[src/rtl/pc_4b_if.sv]
// pc_4b_if: fetch-side bus of the 4-bit program counter stage.
//
// Signals:
//   ready      - downstream fetch accepts pc this cycle
//   jump       - absolute redirect request, target in jump_addr
//   jump_addr  - absolute redirect target
//   branch     - relative redirect request, offset in branch_off
//   branch_off - two's-complement offset added to the current pc
//   halt       - request to stop issuing
//   resume     - request to leave HALT
//   pc         - current program counter
//   pc_valid   - pc is a valid fetch address
//   wrap       - one-cycle pulse after a sequential all-ones -> 0 increment
//   state      - control FSM state: 00 INIT, 01 RUN, 10 STALL, 11 HALT
//
// Modports:
//   master - the pc stage (drives pc/pc_valid/wrap/state)
//   slave  - the fetch/control side (drives requests and ready)
interface pc_4b_if #(
  parameter int WIDTH = 4
);
  logic             ready;
  logic             jump;
  logic [WIDTH-1:0] jump_addr;
  logic             branch;
  logic [WIDTH-1:0] branch_off;
  logic             halt;
  logic             resume;
  logic [WIDTH-1:0] pc;
  logic             pc_valid;
  logic             wrap;
  logic [1:0]       state;

  modport master (
    input  ready, jump, jump_addr, branch, branch_off, halt, resume,
    output pc, pc_valid, wrap, state
  );

  modport slave (
    output ready, jump, jump_addr, branch, branch_off, halt, resume,
    input  pc, pc_valid, wrap, state
  );
endinterface

[src/rtl/pc_4b.sv]
// pc_4b: program counter stage feeding instruction fetch.
//
// Holds the current pc and presents it with a valid/ready handshake.
// Next pc is sequential (pc+1), relative (pc+branch_off) or absolute
// (jump_addr), all modulo 2^WIDTH with the carry discarded. A small
// INIT/RUN/STALL/HALT FSM controls issuing. Every output is registered.
//
// Ports:
//   clk   - system clock, rising edge
//   rst_n - asynchronous active-low reset
//   bus   - pc_4b_if master modport (requests in, pc/pc_valid/wrap/state out)
module pc_4b #(
  parameter int               WIDTH    = 4,
  parameter logic [WIDTH-1:0] RESET_PC = '0
) (
  input  logic   clk,
  input  logic   rst_n,
  pc_4b_if.master bus
);

  typedef enum logic [1:0] {
    ST_INIT  = 2'b00,
    ST_RUN   = 2'b01,
    ST_STALL = 2'b10,
    ST_HALT  = 2'b11
  } state_e;

  localparam logic [WIDTH-1:0] ALL_ONES = '1;
  localparam logic [WIDTH-1:0] ONE      = WIDTH'(1);

  state_e           state_q, state_d;
  logic [WIDTH-1:0] pc_q, pc_d;
  logic             pc_valid_q, pc_valid_d;
  logic             wrap_q, wrap_d;

  always_ff @(posedge clk or negedge rst_n) begin
    if (!rst_n) begin
      state_q    <= ST_INIT;
      pc_q       <= RESET_PC;
      pc_valid_q <= 1'b0;
      wrap_q     <= 1'b0;
    end else begin
      state_q    <= state_d;
      pc_q       <= pc_d;
      pc_valid_q <= pc_valid_d;
      wrap_q     <= wrap_d;
    end
  end

  // Redirects are taken regardless of ready: the stalled pc is simply
  // replaced. wrap only ever comes from the sequential increment path.
  always_comb begin
    state_d    = state_q;
    pc_d       = pc_q;
    pc_valid_d = pc_valid_q;
    wrap_d     = 1'b0;
    unique case (state_q)
      ST_INIT: begin
        state_d    = ST_RUN;
        pc_d       = RESET_PC;
        pc_valid_d = 1'b1;
      end
      ST_RUN, ST_STALL: begin
        pc_valid_d = 1'b1;
        if (bus.halt) begin
          state_d    = ST_HALT;
          pc_valid_d = 1'b0;
        end else if (bus.jump) begin
          state_d = ST_RUN;
          pc_d    = bus.jump_addr;
        end else if (bus.branch) begin
          state_d = ST_RUN;
          pc_d    = pc_q + bus.branch_off;
        end else if (bus.ready) begin
          state_d = ST_RUN;
          pc_d    = pc_q + ONE;
          wrap_d  = (pc_q == ALL_ONES);
        end else begin
          state_d = ST_STALL;
        end
      end
      ST_HALT: begin
        // halt has priority over resume, so both together keep us here
        if (bus.resume && !bus.halt) begin
          state_d    = ST_RUN;
          pc_valid_d = 1'b1;
        end
      end
      default: begin
        state_d = ST_INIT;
      end
    endcase
  end

  assign bus.pc       = pc_q;
  assign bus.pc_valid = pc_valid_q;
  assign bus.wrap     = wrap_q;
  assign bus.state    = state_q;

endmodule
[src/flat_wrapper.sv]
// flat-port wrapper written by rule: the top's interface ports become plain ports
module pc_4b_flat 
#(
  parameter int               WIDTH    = 4,
  parameter logic [WIDTH-1:0] RESET_PC = '0
)
  (clk, rst_n, bus_ready, bus_jump, bus_jump_addr, bus_branch, bus_branch_off, bus_halt, bus_resume, bus_pc, bus_pc_valid, bus_wrap, bus_state);
  pc_4b_if #(.WIDTH(WIDTH)) bus_i ();
  input  logic clk;
  input  logic rst_n;
  input wire logic [$bits(bus_i.ready)-1:0] bus_ready;
  input wire logic [$bits(bus_i.jump)-1:0] bus_jump;
  input wire logic [$bits(bus_i.jump_addr)-1:0] bus_jump_addr;
  input wire logic [$bits(bus_i.branch)-1:0] bus_branch;
  input wire logic [$bits(bus_i.branch_off)-1:0] bus_branch_off;
  input wire logic [$bits(bus_i.halt)-1:0] bus_halt;
  input wire logic [$bits(bus_i.resume)-1:0] bus_resume;
  output wire logic [$bits(bus_i.pc)-1:0] bus_pc;
  output wire logic [$bits(bus_i.pc_valid)-1:0] bus_pc_valid;
  output wire logic [$bits(bus_i.wrap)-1:0] bus_wrap;
  output wire logic [$bits(bus_i.state)-1:0] bus_state;
  assign bus_i.ready = bus_ready;
  assign bus_i.jump = bus_jump;
  assign bus_i.jump_addr = bus_jump_addr;
  assign bus_i.branch = bus_branch;
  assign bus_i.branch_off = bus_branch_off;
  assign bus_i.halt = bus_halt;
  assign bus_i.resume = bus_resume;
  assign bus_pc = bus_i.pc;
  assign bus_pc_valid = bus_i.pc_valid;
  assign bus_wrap = bus_i.wrap;
  assign bus_state = bus_i.state;
  pc_4b #(.WIDTH(WIDTH), .RESET_PC(RESET_PC)) u_core (.clk(clk), .rst_n(rst_n), .bus(bus_i));
endmodule
[config.mk]
export PLATFORM = sky130hd
export DESIGN_NAME = pc_4b_flat
export DESIGN_NICKNAME = d
export VERILOG_FILES = /design/src/rtl/pc_4b_if.sv /design/src/rtl/pc_4b.sv /design/src/flat_wrapper.sv
export SDC_FILE = /design/constraint.sdc
export NUM_CORES = 1
export LEC_CHECK = 0
export ABC_CLOCK_PERIOD_IN_PS = 1790
export BUFFER_PORTS_ARGS = -buffer_cell sky130_fd_sc_hd__buf_2
export CORE_UTILIZATION = 35
export CTS_BUF_LIST = sky130_fd_sc_hd__clkbuf_4 sky130_fd_sc_hd__clkbuf_8
export DETAILED_ROUTE_END_ITERATION = 8
export GPL_TIMING_DRIVEN = 1
export SLEW_MARGIN = 40
export SYNTH_ARGS = -nofsm -noshare
export SYNTH_HDL_FRONTEND = slang
export SYNTH_SLANG_ARGS = --single-unit
[constraint.sdc]
create_clock -name clk -period 1.79 [get_ports clk]
set_input_delay 0.179 -clock clk [delete_from_list [all_inputs] [get_ports clk]]
set_output_delay 0.179 -clock clk [all_outputs]
set_load 0.01 [all_outputs]
==> out/results.txt, run 1 <==
cts repair resizes = 0
Fin. Hold Viols = 0
initial antenna violation count = 0
Peak VDD IR = 0.596 mV
core area = 1510 um^2
Worst Path Required = 1930 ps
Post-CTS Hold Buffers = 1
Clock Pin Slew Worst Setup and Hold Paths = 60 ps
via/cell ratio = 4.95
fin crit period = 1540 ps
Largest delay share family, worst path = adder cells
reg2reg start = u_core.bus.pc[0]
Crit Path Category = flip-flop to flip-flop
H-Tree Depth = 1
share of layout cells above drive strength 1 = 0.314
largest net degree at the start of global routing = 11
PnR worst setup slack = 254 ps
I/O Buffers = 22
worst hold slack = 189 ps
WHS Path Cells = 3
Tcrit/Tclk final = 0.858
first-pass GRT wire length = 2.16 mm
Mapped Cells = 62
Site Rows = 14
TritonCTS clock tree = built
Fillers = 160
First DRT Iteration DRCs = 7
clk root buf = clkbuf_4
Max Clk Rate = 651 MHz
DRC = 0
CTS buffer count = 3
worst-path maximum fanout = 4
r2r worst-path depth = 7
met1 wire length = 591 um
Starting Density = 0.372
Yosys Warn Count = 0
routed wl met3 = 72 um
CP startpoint = u_core.bus.pc[0]
clock sinks = 8
Arr. time, crit path = 1680 ps
post-synthesis cell area = 561 um^2
Syn Area/Cell = 9.04 um^2
Routed Antenna Nets = 0
vias in the first global route = 498
min-delay worst type = primary input to flip-flop
CP Launch Type = flip-flop
DIE AREA = 1770 um^2
die span in x = 42.0 um
worst r2r dst = u_core.bus.pc[2]
final setup TNS = 0 ps
CP max stage delay = 400 ps
Slew HR = 0.832
pre-CTS WS = 257 ps
max_cap viols = 0
Hold Path Origin = bus_jump_addr[3]
total track usage = 0.164
# IOs = 23
Pins Over Slew Limit = 0
status = finished, final reports clean
Worst Hold Path EP = u_core.bus.pc[3]
Met2 Routed Length = 495 um
DP HPWL = 950 um
P_leak = 0.000363 uW
Mapped Nets = 82
Worst setup EP type = flip-flop
internal reg-to-reg setup slack = 250 ps
GPL Wtd Cong = 0.739
Register Area = 200 um^2
1st-pass router iterations = 4
post-synth cell types = 28
CTS Buffer Depth = 2
worst path buffer plus inverter count = 1
nets = 108
sequential area share after synthesis = 0.357
antenna cells = 0
area of the multi-input gates = 327 um^2
worst path cell trace = ha_1, inv_1, fa_1, xor2_1, nor2_1, a21oi_1, o21ai_1
uppermost routed layer = met4
Setup-failing EPs final = 0
Congestion Overflow GR = 0
clk_skew = 4.87 ps
die height = 42.0 um
pwr/cell area = 1240 nW/um^2
DR vias = 505
flop and latch count out of synthesis = 8
RSZ-0062 raised after global routing = false
WL final = 1.17 mm
Worst-Skew Late Latency = 250 ps
CP max stage cell = dfrtp_1
per-cell routed wire length = 11.5 um
Post CTS Setup Buffer Count = 0
Worst Tran Pin Value = 249 ps
Syn-to-layout area delta = 26.3%
## state kept, by name (all words and copies together), names as in the netlist
register,flops
u_core.bus.pc,4
u_core.bus.state,2
u_core.bus.pc_valid,1
u_core.bus.wrap,1
## worst max-delay path by stage
| stage | end | slack, ps | depth (start not counted) |
|---|---|---|---|
| finish | u_core.bus.pc[2] | 250 | 7 |
| global route | u_core.bus.pc[2] | 90 | 7 |
| detailed placement | u_core.bus.pc[2] | 260 | 7 |
| global placement | u_core.bus.pc[2] | 230 | 9 |
| CTS | u_core.bus.pc[2] | 230 | 7 |
| floorplan | u_core.bus.pc[2] | 330 | 7 |
## layout make-up
class,instances,share of cell area
Inverter,5,0.0265
Sequential cell,8,0.283
Tap cell,16,0.0283
Clock buffer,3,0.0318
Multi-Input combinational cell,47,0.461
Timing Repair Buffer,23,0.170
## per-stage QoR
step                utilization  instance area [um^2]  instances  total power (uW)
floorplan                     -                   561         62               605
global placement          0.449                   676         98               741
detailed placement        0.449                   676         98               742
CTS                       0.470                   708        102               891
global route              0.470                   708        102               963
finish                    0.470                   708        102               877
## cells by family (layout without fill, tap and decap cells)
kind of cell | after synthesis | in the layout | share of synthesized area
simple gates | 24 | 24 | 0.212
fa+ha+maj | 5 | 5 | 0.125
mux | 1 | 1 | 0.0179
flops | 8 | 8 | 0.357
xor+xnor | 3 | 3 | 0.0469
compound gates | 14 | 14 | 0.181
buf+inv | 7 | 31 | 0.0603
## layout by cell type, fill, tap and decap left out, types with 2 or more instances in the layout
master,count
clkbuf_4,3
a21oi_1,3
inv_1,5
o21ai_0,2
xor2_1,2
nor2_1,6
nand2b_1,3
dfrtp_1,8
buf_2,22
nor3_1,3
nand2_1,8
ha_1,4
## report_power, final
part,internal [uW],switching [uW]
Clock,76.9,63.2
Combinational,197,240
Sequential,243,57.7
## cells in the mapped netlist
master    n  area, um^2
o22a_1    1        8.76
inv_1     5        18.8
a32o_1    1        10.0
a21oi_1   3        15.0
buf_6     1        11.3
a21o_1    1        7.51
mux2i_1   1        10.0
a32oi_1   1        8.76
fa_1      1        20.0
o22ai_1   1        6.26
and4_1    1        8.76
nor2_1    6        22.5
o21ai_0   2        10.0
xnor2_1   1        8.76
a31oi_1   1        6.26
xor2_1    2        17.5
ha_1      4        50.1
dfrtp_1   8         200
nand2b_1  3        18.8
and3_1    1        6.26
a21oi_4   1        16.3
o21ai_1   1        5.00
nor3_1    3        15.0
and2_1    1        6.26
nand2_1   8        30.0
o31ai_1   1        7.51
clkbuf_1  1        3.75
or3_4     1        11.3
## worst register-to-register path, stage by stage (launching register included)
cell     delay (ps)
dfrtp_1         400
ha_1            180
inv_1            50
fa_1            390
xor2_1          170
nor2_1           50
a21oi_1         120
o21ai_1          70
## routing by layer
metal	GRT usage	vias up
li1	-	264
met5	0	-
met4	0.0563	0
met2	0.247	16
met3	0.0690	2
met1	0.214	223
Note: power is estimated with default switching activity, not from simulation.
==> inputs of run 2 (changes only) <==
Settings changed: ABC_AREA from default to 1.
==> out/results.txt, run 2 <==
number of flip-flops under the largest register name = 4 (unchanged)
First DRT Iteration DRCs = 5 (was 7)
Tcrit/Tclk final = 0.830 (was 0.858)
fin crit period = 1490 ps (was 1540 ps)
Power Internal = 509 uW (was 516 uW)
uppermost routed layer = met4 (unchanged)
Yosys Warn Count = 0 (unchanged)
Crit Path Category = flip-flop to flip-flop (unchanged)
Psw = 407 uW (was 361 uW)
met1 wire length = 672 um (was 591 um)
Setup-failing EPs final = 0 (unchanged)
Synth area leaders = dfrtp_1 (35%), nand2_1 (13%), ha_1 (8.7%), inv_1 (7.2%), nand2_2 (4.4%) (was dfrtp_1 (36%), ha_1 (8.9%), nand2_1 (5.4%), nor2_1 (4.0%), fa_1 (3.6%))
Clock power frac = 0.158 (was 0.160)
CTS buffer count = 3 (unchanged)
flop and latch count out of synthesis = 8 (unchanged)
Routed Antenna Nets = 0 (unchanged)
post-synthesis cell area = 573 um^2 (was 561 um^2)
# IOs = 23 (unchanged)
Worst setup EP type = flip-flop (unchanged)
post-synth cell types = 21 (was 28)
most common cell after layout, fill and taps aside = buf_2 (unchanged)
GPL Wtd Cong = 0.798 (was 0.739)
first-pass GRT wire length = 2.01 mm (was 2.16 mm)
cell area after layout = 736 um^2 (was 708 um^2)
DIE AREA = 1800 um^2 (was 1770 um^2)
commonest non-fill, non-tap cells in the layout = buf_2 (22), nand2_1 (20), inv_1 (11) (was buf_2 (22), nand2_1 (8), dfrtp_1 (8))
Yosys top cell area share = 0.349 (was 0.357)
Worst Tran Pin Value = 265 ps (was 249 ps)
Slew HR = 0.822 (was 0.832)
Met2 Routed Length = 581 um (was 495 um)
min-delay worst type = primary input to flip-flop (unchanged)
I/O Buffers = 22 (unchanged)
WHS Path Cells = 2 (was 3)
1st-pass router iterations = 2 (was 4)
Pins Over Slew Limit = 0 (unchanged)
Clock Pin Slew Worst Setup and Hold Paths = 60 ps (about the same)
Post-synth EDFFs = 0 (unchanged)
die span in x = 42.5 um (was 42.0 um)
Arr. time, crit path = 1630 ps (was 1680 ps)
Mapped Cells = 78 (was 62)
worst r2r dst = u_core.bus.pc[2] (unchanged)
post-route core utilization = 0.483 (was 0.470)
Max Clk Rate = 673 MHz (was 651 MHz)
clk_skew = 2.29 ps (was 4.87 ps)
Site Rows = 14 (unchanged)
max_cap viols = 0 (unchanged)
share of layout cells above drive strength 1 = 0.356 (was 0.314)
Area after DPL = 703 um^2 (was 676 um^2)
final setup TNS = 0 ps (unchanged)
antenna cells = 0 (unchanged)
nets = 126 (was 108)
Syn-to-layout area delta = 28.4% (was 26.3%)
Post-CTS Hold Buffers = 1 (unchanged)
r2r worst-path depth = 7 (unchanged)
pwr/cell area = 1250 nW/um^2 (was 1240 nW/um^2)
Starting Density = 0.376 (was 0.372)
sequential area share after synthesis = 0.349 (was 0.357)
most frequent cell after synthesis = nand2_1
CTS Buffer Depth = 2 (unchanged)
die height = 42.5 um (was 42.0 um)
Syn Area/Cell = 7.35 um^2 (was 9.04 um^2)
routed wl met3 = 34 um (was 72 um)
Main synth FF type = dfrtp_1 (unchanged)
clock sinks = 8 (unchanged)
Post-synth top cells = nand2_1 (20), inv_1 (11), dfrtp_1 (8), nand3_1 (5), nor2_1 (5) (was dfrtp_1 (8), nand2_1 (8), nor2_1 (6), inv_1 (5), ha_1 (4))
initial antenna violation count = 0 (unchanged)
WL final = 1.30 mm (was 1.17 mm)
Hold Path Origin = bus_halt (was bus_jump_addr[3])
Seq pwr share = 0.329 (was 0.342)
per-cell routed wire length = 10.8 um (was 11.5 um)
Congestion Overflow GR = 0 (unchanged)
core area = 1520 um^2 (was 1510 um^2)
Mapped Nets = 98 (was 82)
Net Sw Frac = 0.444 (was 0.411)
DP HPWL = 1.07 mm (was 950 um)
TritonCTS clock tree = built (unchanged)
worst-path maximum fanout = 4 (unchanged)
P_leak = 0.000420 uW (was 0.000363 uW)
clk root buf = clkbuf_4 (unchanged)
vias in the first global route = 471 (was 498)
Final Power = 916 uW (was 877 uW)
Logic pwr share = 0.512 (was 0.498)
Worst Path Required = 1930 ps (about the same)
via/cell ratio = 4.72 (was 4.95)
DR vias = 566 (was 505)
CP Launch Type = flip-flop (unchanged)
Synth area leader = dfrtp_1 (unchanged)
Worst Hold Path EP = u_core.bus.pc_valid (was u_core.bus.pc[3])
status = finished, final reports clean (unchanged)
total track usage = 0.146 (was 0.164)
DRC = 0 (unchanged)
largest net degree at the start of global routing = 9 (was 11)
reg2reg start = u_core.bus.pc[0] (unchanged)
Post CTS Setup Buffer Count = 0 (unchanged)
internal reg-to-reg setup slack = 300 ps (was 250 ps)
Fin. Hold Viols = 0 (unchanged)
H-Tree Depth = 1 (unchanged)
Peak VDD IR = 0.645 mV (was 0.596 mV)
Worst-Skew Late Latency = 250 ps (about the same)
cts repair resizes = 0 (unchanged)
RSZ-0062 raised after global routing = false (unchanged)
ys async rst share = 1.00 (unchanged)
==> run 2: how the worst max path moves through the flow <==
| stage | from | to | slack (ps) | depth (start not counted) |
|---|---|---|---|---|
| after floorplan | bus_branch_off[0] | u_core.bus.pc[1] | 390 | 7 |
| after global placement | bus_branch | u_core.bus.pc[1] | 170 | 9 |
| after detailed placement | bus_branch | u_core.bus.pc[1] | 120 | 9 |
| after CTS | u_core.bus.pc[0] | u_core.bus.pc[2] | 310 | 7 |
| after global routing | u_core.bus.pc[0] | u_core.bus.pc[2] | 240 | 7 |
| final | u_core.bus.pc[0] | u_core.bus.pc[2] | 300 | 7 |
==> run 2: critical path, stage by stage (launching register included) <==
cell and delay, ps:
dfrtp_1 410, ha_1 190, inv_1 50, fa_1 370, nand2_1 70, nand2_1 50
o22ai_1 130, o21ai_1 90
==> run 2: layout make-up <==
class | count | area (um^2)
clock buffer | 3 | 22.5
multi-input combinational | 56 | 320
timing repair buffer | 23 | 120
inverter | 14 | 52.6
tap | 16 | 20.0
sequential | 8 | 200
fill | 166 | 788
==> run 2: cells by family (layout without fill, tap and decap cells) <==
kind of cell,after synthesis,in the layout,share of synthesized area
adders and majority gates,5,5,0.122
AOI/OAI and AO/OA,9,9,0.0873
muxes,1,1,0.0175
and+or+nand+nor,41,41,0.332
DFF,8,8,0.349
buffers and inverters,14,40,0.0917
==> run 2: power groups by stage <==
stage	combinational (uW)	clock (uW)	sequential [uW]
final	469	145	302
after floorplan	300	0	323
after CTS	472	145	302
after detailed placement	469	0	306
after global routing	528	154	308
after global placement	462	0	303
==> run 2: routing by layer <==
metal,up-vias,global-route usage
met4,0,0.0563
met2,10,0.215
met5,-,0
met1,249,0.207
li1,305,-
met3,2,0.0302
==> run 2: stage by stage <==
step	std cells	hold WS, ps	setup WS [ps]
finish	120	122	304
global route	120	133	244
CTS	120	127	309
detailed placement	116	38.8	117
global placement	116	31.2	170
floorplan	78	-117	389
